<file path="config.mk">
export PLATFORM = sky130hd
export DESIGN_NAME = blk_addr_alloc
export DESIGN_NICKNAME = d
export VERILOG_FILES = /design/src/rtl/blk_addr_alloc.sv
export SDC_FILE = /design/constraint.sdc
export NUM_CORES = 1
export LEC_CHECK = 0
export ABC_AREA = 1
export ABC_CLOCK_PERIOD_IN_PS = 9800
export CORE_AREA = 2 2 260 262
export DETAILED_ROUTE_END_ITERATION = 7
export DIE_AREA = 0 0 262 264
export HOLD_SLACK_MARGIN = 0.03
export PLACE_DENSITY = 0.75
export SLEW_MARGIN = 0
export SYNTH_ARGS = -nofsm -noshare
export SYNTH_HDL_FRONTEND = slang
export SYNTH_SLANG_ARGS = --single-unit
</file>
<file path="constraint.sdc">
create_clock -name i_clk -period 9.8 [get_ports i_clk]
set_clock_uncertainty 0.1 [all_clocks]
set_input_delay 1.47 -clock i_clk [delete_from_list [all_inputs] [get_ports i_clk]]
set_output_delay 1.47 -clock i_clk [all_outputs]
set_load 0.01 [all_outputs]
</file>
<file path="src/rtl/blk_addr_alloc.sv">
// blk_addr_alloc: shared free-list allocator of 16-word SRAM blocks with round-robin grant
//
// Ports:
//   i_clk, i_rst_n      clock, asynchronous active-low reset
//   i_addr_req          per-port one-cycle request pulses (one block each)
//   o_blk_addr_vld      one-hot grant, high for one cycle
//   o_blk_addr          granted block address {idx, 4'b0}, 0 when no grant
//   i_rel_vld           block release strobe
//   i_rel_addr          released block address, bits [3:0] ignored
//   o_free_cnt          number of free blocks
//   o_ready             free list built, allocator serving requests
//   o_err               sticky error: duplicate request or dropped release
module blk_addr_alloc #(
   parameter int N_PORTS        = 4,
   parameter int BLK_ADDR_WIDTH = 11
) (
   input  logic                      i_clk,
   input  logic                      i_rst_n,
   input  logic [N_PORTS-1:0]        i_addr_req,
   output logic [N_PORTS-1:0]        o_blk_addr_vld,
   output logic [BLK_ADDR_WIDTH-1:0] o_blk_addr,
   input  logic                      i_rel_vld,
   input  logic [BLK_ADDR_WIDTH-1:0] i_rel_addr,
   output logic [BLK_ADDR_WIDTH-4:0] o_free_cnt,
   output logic                      o_ready,
   output logic                      o_err
);
   localparam int IDX_W    = BLK_ADDR_WIDTH - 4;
   localparam int NUM_BLKS = 2 ** IDX_W;
   localparam int CNT_W    = IDX_W + 1;
   localparam int PW       = N_PORTS > 1 ? $clog2(N_PORTS) : 1;
   localparam logic [CNT_W-1:0] FULL = CNT_W'(NUM_BLKS);

   typedef enum logic {S_INIT, S_RUN} state_t;

   state_t             state;
   logic [IDX_W-1:0]   fifo [NUM_BLKS];
   logic [IDX_W-1:0]   rd_ptr, wr_ptr;
   logic [CNT_W-1:0]   count;
   logic [N_PORTS-1:0] pend, gnt;
   logic [PW-1:0]      rr_ptr, gnt_idx;
   logic               can_gnt, gnt_any, push, rel_err, dup, we;
   logic [IDX_W-1:0]   wdata;
   logic               unused_lo;

   function automatic int wrap(input int a);
      return a % N_PORTS;
   endfunction

   assign unused_lo  = ^i_rel_addr[3:0];
   assign o_free_cnt = count;
   assign o_ready    = state == S_RUN;
   assign can_gnt    = state == S_RUN && count != '0;
   assign gnt_any    = |gnt;
   assign dup        = |(pend & i_addr_req);
   assign push       = i_rel_vld && state == S_RUN && count != FULL;
   assign rel_err    = i_rel_vld && (state == S_INIT || count == FULL);
   // init writes its own index sequence through the same write port as releases
   assign we         = state == S_INIT || push;
   assign wdata      = state == S_INIT ? wr_ptr : i_rel_addr[BLK_ADDR_WIDTH-1:4];

   // descending scan so the pending port closest to rr_ptr is the last, winning assignment
   always_comb begin
      gnt     = '0;
      gnt_idx = '0;
      for (int i = N_PORTS - 1; i >= 0; i--) begin
         if (can_gnt && pend[wrap(int'(rr_ptr) + i)]) begin
            gnt                          = '0;
            gnt[wrap(int'(rr_ptr) + i)]  = 1'b1;
            gnt_idx                      = PW'(wrap(int'(rr_ptr) + i));
         end
      end
   end

   always_ff @(posedge i_clk)
      if (we) fifo[wr_ptr] <= wdata;

   always_ff @(posedge i_clk or negedge i_rst_n) begin
      if (!i_rst_n) begin
         state          <= S_INIT;
         rd_ptr         <= '0;
         wr_ptr         <= '0;
         count          <= '0;
         pend           <= '0;
         rr_ptr         <= '0;
         o_blk_addr_vld <= '0;
         o_blk_addr     <= '0;
         o_err          <= 1'b0;
      end else begin
         o_blk_addr_vld <= gnt;
         o_blk_addr     <= gnt_any ? {fifo[rd_ptr], 4'b0} : '0;
         pend           <= (pend | i_addr_req) & ~gnt;
         o_err          <= o_err | dup | rel_err;
         if (gnt_any) begin
            rd_ptr <= rd_ptr + 1'b1;
            rr_ptr <= PW'(wrap(int'(gnt_idx) + 1));
         end
         if (we) wr_ptr <= wr_ptr + 1'b1;
         count <= count + CNT_W'(we) - CNT_W'(gnt_any);
         if (state == S_INIT && wr_ptr == '1) state <= S_RUN;
      end
   end
endmodule

</file>
==> impl_results.md, run 1 <==
* Min-delay worst type: reg -> reg
* F_max at 216 MHz
* Share of Yosys cell area claimed by the top area cell type at 69.1%
* Ant. Diodes at 0
* Power density over cell area at 299 nW/um^2
* Clock tree from TritonCTS: yes
* Worst skew pair latency at 0.65 ns
* Total half-perimeter wirelength after legalization and detailed placement at 53.7 mm
* CP Buf/Inv Count at 3
* Seq. cell area at 27,900 sq um
* Number of flops mapped to enable cells by yosys at 896
* Crit-path leading delay family: simple AND/OR/NAND/NOR gates
* Clock Sink Count at 937
* Cells taking the most area after synthesis: sky130_fd_sc_hd__edfxtp_1 69%, sky130_fd_sc_hd__nand2_1 12%, sky130_fd_sc_hd__nand3_1 8.8%, sky130_fd_sc_hd__dfrtp_1 2.6%, sky130_fd_sc_hd__nor2_1 1.9%
* Most common cell in the synthesized netlist: sky130_fd_sc_hd__nand2_1
* Leakage at 15.7 nW
* Final number of setup-violating endpoints at 0
* Worst R2R Setup Slack at 5.41 ns
* Post-CTS Hold Buffers at 0
* Total I/O pin count at 43
* Fraction of synthesis flops using an asynchronous set or reset pin at 4.38%
* Number of max-cap violations at 0
* Final #Nets at 3,480
* Yosys cell types at 37
* Largest vdd supply drop at 0.000338 V
* Share of power burned in combinational logic at 35.2%
* Setup Buffers After CTS at 0
* Flop pwr share at 37.0%
* DRC violation total after the first TritonRoute iteration at 3,157
* Number of antenna violations at the first check in global routing at 0
* Die extent in y at 264 um
* Accumulated negative setup slack at 0 ns
* Count of cells along the worst register-to-register path at 22
* First-pass GRT wire length at 143 mm
* Top fanout value on the critical path at 15
* Multi-input gate area in the final layout at 10000 sq um
* Cell-internal power at 7.88 mW
* Area of the mapped netlist at 38,900 sq um
* Total detailed-routing wirelength at 94.2 mm
* Delay of the slowest cell on the worst path at 0.81 ns
* Synth warnings at 0
* Tightest slew margin relative to the limit at 17.0%
* Via count of the first global-routing pass at 24,500
* Root buffer cell: sky130_fd_sc_hd__clkbuf_16
* Critical Path Slowest Stage Cell: sky130_fd_sc_hd__nor2_1
* Mean area per synthesized cell at 11.2 sq um
* Outcome: completed
* Remaining Overflow, GRT at 0
* # resized after CTS at 0
* Fraction of final layout cells sized beyond drive strength 1 at 5.95%
* Gate count after technology mapping at 3,476
* Critical path type: in -> reg
* Stages on the worst setup path at 7
* Post-route DRC violation count at 0
* Total Power at 12.8 mW
* Critical Path Start Type: input pin
* Mean number of vias per cell at 5.89
* Min-Delay Path Depth at 2
* Total GRT Usage at 27.5%
* Number of routed nets with antenna violations at 0
* Vias at 25,900
* Crit path cell chain: clkdlybuf4s50_1 -> nand2_1 -> nand2_1 -> inv_1 -> nor2_1 -> clkinv_1 -> nor2_1
* Count of buffers inserted at the top-level ports at 34
* Number of buffers inserted during clock tree synthesis at 90
* Die Outline Area at 69,200 sq um
* Total iterations of the first detailed-routing run at 6
* Htree depth at 3
* X dimension of the die at 262 um
* Fin. Hold Viols at 0
* Clk network pwr share at 27.8%
* Average detailed-routed wire length per instance at 21.5 um
* Number of register bits inferred by synthesis at 937
* Endpoint of the worst hold-timing path: o_err
* Prevailing post-synth register cell: sky130_fd_sc_hd__edfxtp_1
* Required time of the critical path at 9.96 ns
* Final critical delay including setup and external delays at 4.64 ns
* Clock transition at path regs at 0.06 ns
* Post-layout util at 64.6%
* Capturing point of the worst reg2reg path: o_free_cnt[6]
* Area Overhead vs Synth at 10.4%
* Top cells by count, synth: 1,233 x sky130_fd_sc_hd__nand2_1, 896 x sky130_fd_sc_hd__edfxtp_1, 687 x sky130_fd_sc_hd__nand3_1
* Share of the yosys chip area belonging to registers at 71.7%
* Worst Setup End Kind: flip-flop
* Worst EP arrival at 4.79 ns
* Proportion of total power due to net switching at 38.6%
* Share of the clock period used by the worst path after layout at 47.3%
* Fin. max-slew vios at 0
* RSZ-0062 raised after global routing: no
* Pin count of the biggest net entering global routing at 203
* Layout fillers at 4,798
* Core area at 66,600 sq um
* Yosys top cell by area: sky130_fd_sc_hd__edfxtp_1
* Last weighted congestion value of the routability-driven placer at 0.885
* Initial cell density of the core at 58.5%
* Maximum root-to-sink buffer count at 3
* FP Rows at 95
* Hold Path Origin: o_err
* Start of the worst register-to-register path: rr_ptr[1]
* Slew at the pin with the worst max-slew slack at 1.24 ns
* Net switching power at 4.95 mW
-- how the worst max path moves through the flow --
stage | from | end | slack (ns)
floorplan | o_ready | fifo[0][5] | 2.73
global placement | i_rel_vld | fifo[71][5] | 4.51
detailed placement | i_rel_vld | fifo[103][5] | 4.52
CTS | i_rel_vld | fifo[71][2] | 5.19
global route | rr_ptr[1] | o_free_cnt[6] | 5.07
finish | i_rel_vld | fifo[71][2] | 5.16
-- power groups by stage --
stage	clock network (mW)	logic, mW	registers [mW]
floorplan	0	3.07	4.73
global placement	0	4.34	4.82
detailed placement	0	4.40	4.82
CTS	3.59	4.44	4.74
global route	3.74	4.93	4.76
finish	3.57	4.52	4.75
-- flip-flops by register name (all words and copies together) (netlist names), 2 cells and up --
name,count
fifo,896
o_free_cnt,8
o_blk_addr,7
rd_ptr,7
wr_ptr,7
o_blk_addr_vld,4
pend,4
rr_ptr,2
-- metrics by stage --
step	hold WS, ns	cells	instance area (sq um)	setup slack, ns
after floorplan	0.371	3479	38900	2.73
after global placement	0.376	4221	39900	4.51
after detailed placement	0.381	4221	39900	4.52
after CTS	0.395	4386	43000	5.19
after global routing	0.423	4386	43000	5.07
final	0.388	4386	43000	5.16
-- tightest hold or removal path: stages (launching register included) --
cell	delay, ns
sky130_fd_sc_hd__dfrtp_1	0.34
sky130_fd_sc_hd__a21oi_1	0.04
sky130_fd_sc_hd__nand3_1	0.07
-- routing by layer --
layer	part of all wire, %	up-vias	global-route usage (%)
met2	48	1295	43.5
met5	0	-	0
li1	-	11900	-
met1	39	12400	38.4
met3	9.3	221	4.31
met4	4.0	0	11.7
-- placed cells by master (no fill, tap or decap), drive strengths merged, types with 22 or more instances in the layout --
master / instances
inv: 66
edfxtp: 896
buf: 37
nand2: 1244
nor2: 194
nand3: 688
clkbuf: 115
a21oi: 64
o21ai: 22
clkdlybuf4s50: 33
clkinv: 33
dfrtp: 41
-- layout make-up --
cell class	count	area share, %
Clock buffer	115	5.74
Timing Repair Buffer	70	1.50
Tap cell	873	2.54
Clock inverter	50	1.36
Sequential cell	937	65.0
Multi-Input combinational cell	2276	23.3
Inverter	65	0.603
-- logic make-up (layout without fill, tap and decap cells) --
group	Yosys count	count (layout)	synth area share [%]
AND/OR/NAND/NOR	2146	2146	23.2
adder cells (fa/ha/maj)	22	22	0.726
AO/OA/AOI/OAI	88	88	1.15
XOR/XNOR	16	16	0.360
flip-flops	937	937	71.7
buffers and inverters	266	300	2.84
other	1	4	0.00963
Power figures use the tool's default switching activity.
==> run 2: changes to the inputs <==
--- a/config.mk
+++ b/config.mk
@@ -6,7 +6,7 @@
 export NUM_CORES = 1
 export LEC_CHECK = 0
 export ABC_AREA = 1
-export ABC_CLOCK_PERIOD_IN_PS = 9800
+export ABC_CLOCK_PERIOD_IN_PS = 4350
 export CORE_AREA = 2 2 260 262
 export DETAILED_ROUTE_END_ITERATION = 7
 export DIE_AREA = 0 0 262 264
==> constraint.sdc (replaced) <==
create_clock -name i_clk -period 4.35 [get_ports i_clk]
set_clock_uncertainty 0.1 [all_clocks]
set_input_delay 0.6525 -clock i_clk [delete_from_list [all_inputs] [get_ports i_clk]]
set_output_delay 0.6525 -clock i_clk [all_outputs]
set_load 0.01 [all_outputs]
==> run 2 against run 1 <==
Compared with the run above: hold slack got worse by 0.31 ns; global-route usage barely moved; clock-buffer cell count fell by 7; non-clock buffer count rose by 16.
==> impl_results.md, run 2 (synthesized netlist as in run 1, its figures left out) <==
* Outcome: completed
* Mean number of vias per cell at 5.91
* Area Overhead vs Synth at 11.1%
* Delay of the slowest cell on the worst path at 0.47 ns
* Vias at 26,100
* Maximum root-to-sink buffer count at 3
* Core area at 66,600 sq um
* Power density over cell area at 669 nW/um^2
* Fraction of final layout cells sized beyond drive strength 1 at 6.45%
* Highest-count cells in the layout ignoring fill and taps: 1,233 x sky130_fd_sc_hd__nand2_1, 896 x sky130_fd_sc_hd__edfxtp_1, 687 x sky130_fd_sc_hd__nand3_1, 191 x sky130_fd_sc_hd__nor2_1, 93 x sky130_fd_sc_hd__clkbuf_16
* Number of max-cap violations at 0
* First-pass GRT wire length at 144 mm
* Initial cell density of the core at 58.5%
* Pin count of the biggest net entering global routing at 201
* Worst skew pair latency at 0.65 ns
* Post-place instance area at 40,200 sq um
* Crit path cell chain: inv_1 -> ha_1 -> inv_1 -> nand3_1 -> nand2_2 -> nor2_1 -> nand3_1 -> nand3_1 -> nand2_2 -> nand2_4 -> nor2_8 -> inv_1 -> ha_1 -> inv_1 -> ha_1 -> fa_1 -> nand3_1 -> and2_1 -> inv_1 -> a21oi_1 -> o21ai_0 -> xor2_1
* Total iterations of the first detailed-routing run at 6
* Total GRT Usage at 27.5%
* Cell-internal power at 17.9 mW
* Count of buffers inserted at the top-level ports at 34
* Worst Setup End Kind: flip-flop
* Average detailed-routed wire length per instance at 21.4 um
* Final critical delay including setup and external delays at 4.00 ns
* Via count of the first global-routing pass at 25,000
* Critical path type: reg -> reg
* Max reg flops at 896
* Min-delay worst type: in -> async
* Top fanout value on the critical path at 10
* Total half-perimeter wirelength after legalization and detailed placement at 52.5 mm
* Final #Nets at 3,497
* Required time of the critical path at 4.78 ns
* Critical path's most frequent cell: sky130_fd_sc_hd__inv_1
* Fin. max-slew vios at 0
* Fin. Hold Viols at 0
* Largest vdd supply drop at 0.000796 V
* Last weighted congestion value of the routability-driven placer at 0.965
* Clock Sink Count at 937
* Clock tree from TritonCTS: yes
* Die Outline Area at 69,200 sq um
* RSZ-0062 raised after global routing: no
* Min Hold Slack at 0.0785 ns
* X dimension of the die at 262 um
* Final number of setup-violating endpoints at 0
* Layout fillers at 4,803
* Number of buffers inserted during clock tree synthesis at 91
* Worst EP arrival at 4.43 ns
* Critical Path Slowest Stage Cell: sky130_fd_sc_hd__dfrtp_2
* Total Power at 28.9 mW
* Crit-path leading delay family: simple AND/OR/NAND/NOR gates
* DRC violation total after the first TritonRoute iteration at 3,200
* Share of the clock period used by the worst path after layout at 91.9%
* Number of antenna violations at the first check in global routing at 0
* Total detailed-routing wirelength at 94.3 mm
* Top reg by flops: fifo
* Remaining Overflow, GRT at 0
* Leakage at 15.8 nW
* Proportion of total power due to net switching at 38.2%
* Ant. Diodes at 0
* Critical Path Start Type: flip-flop
* Root buffer cell: sky130_fd_sc_hd__clkbuf_16
* F_max at 250 MHz
* Number of routed nets with antenna violations at 0
* Clk network pwr share at 27.9%
* Number of placed cells counting well taps at 4,237
* Net switching power at 11.0 mW
* Post-CTS Hold Buffers at 0
* Accumulated negative setup slack at 0 ns
* Post-route DRC violation count at 0
* FP Rows at 95
* Post-layout instance area at 43,300 sq um
* Total I/O pin count at 43
* Finished Layout Cells at 4,408
* Slew at the pin with the worst max-slew slack at 1.26 ns
* Die extent in y at 264 um
* Tightest slew margin relative to the limit at 15.4%
* Clock transition at path regs at 0.06 ns
* Flop pwr share at 36.6%
* CP Buf/Inv Count at 5
* Share of power burned in combinational logic at 35.5%
* Htree depth at 3
* Most common cell after layout, fill and taps aside: sky130_fd_sc_hd__nand2_1
[run 2: cell count changes in the layout (fill, tap and decap cells not counted), moves of 2 or more]
cell and change:
sky130_fd_sc_hd__clkinv_1 +8, sky130_fd_sc_hd__buf_12 +11, sky130_fd_sc_hd__clkbuf_1 -4, sky130_fd_sc_hd__clkinvlp_4 +3, sky130_fd_sc_hd__clkbuf_8 -4, sky130_fd_sc_hd__inv_6 +2, sky130_fd_sc_hd__buf_4 +5, sky130_fd_sc_hd__clkinv_4 -2
[run 2: power by group through the flow]
stage               Combinational [mW]  Clock [mW]  Sequential (mW)
global route                      11.3        8.46             10.6
floorplan                         6.92           0             10.6
finish                            10.3        8.07             10.6
detailed placement                10.0           0             10.8
CTS                               10.1        8.11             10.6
global placement                  9.90           0             10.8
[run 2: repair_timing]
item                       in CTS  in global routing
setup endpoints to repair       0                  1
gates resized for setup         0                  1
setup buffers                   0                  0
[run 2: path summary, 6_finish.rpt]
check	start	end	slack, ns	depth (start not counted)
max	rr_ptr[1]	o_free_cnt[6]	0.35	22
min	i_rst_n	o_free_cnt[0]	0.08	1
max reg2reg	rr_ptr[1]	o_free_cnt[6]	0.35	22
min reg2reg	o_err	o_err	0.39	2
max in group asynchronous	i_rst_n	rd_ptr[1]	3.26	1
min in group i_clk	o_err	o_err	0.39	2
[run 2: area by class of cell]
class / instances / area [sq um] / area share (%)
Clock buffer: 108 / 2420 / 5.60
Clock inverter: 63 / 654 / 1.51
Inverter: 65 / 262 / 0.604
Multi-Input combinational cell: 2276 / 10000 / 23.1
Sequential cell: 937 / 27900 / 64.6
Tap cell: 873 / 1090 / 2.52
Timing Repair Buffer: 86 / 901 / 2.08
[run 2: layer usage]
metal,GRT usage (%),vias up,wire length (um),part of all wire [%]
li1,-,12000,-,-
met1,37.8,12500,36800,39
met2,43.7,1331,44700,47
met3,5.09,225,9080,9.6
met4,11.1,0,3710,3.9
met5,0,-,0,0
[run 2: metrics by stage]
step	util (%)	setup slack, ns
2_1_floorplan	-	-0.534
3_3_place_gp	60.4	0.369
3_5_place_dp	60.4	0.329
4_1_cts	65.0	0.306
5_1_grt	65.0	0.0397
6_report	65.0	0.353
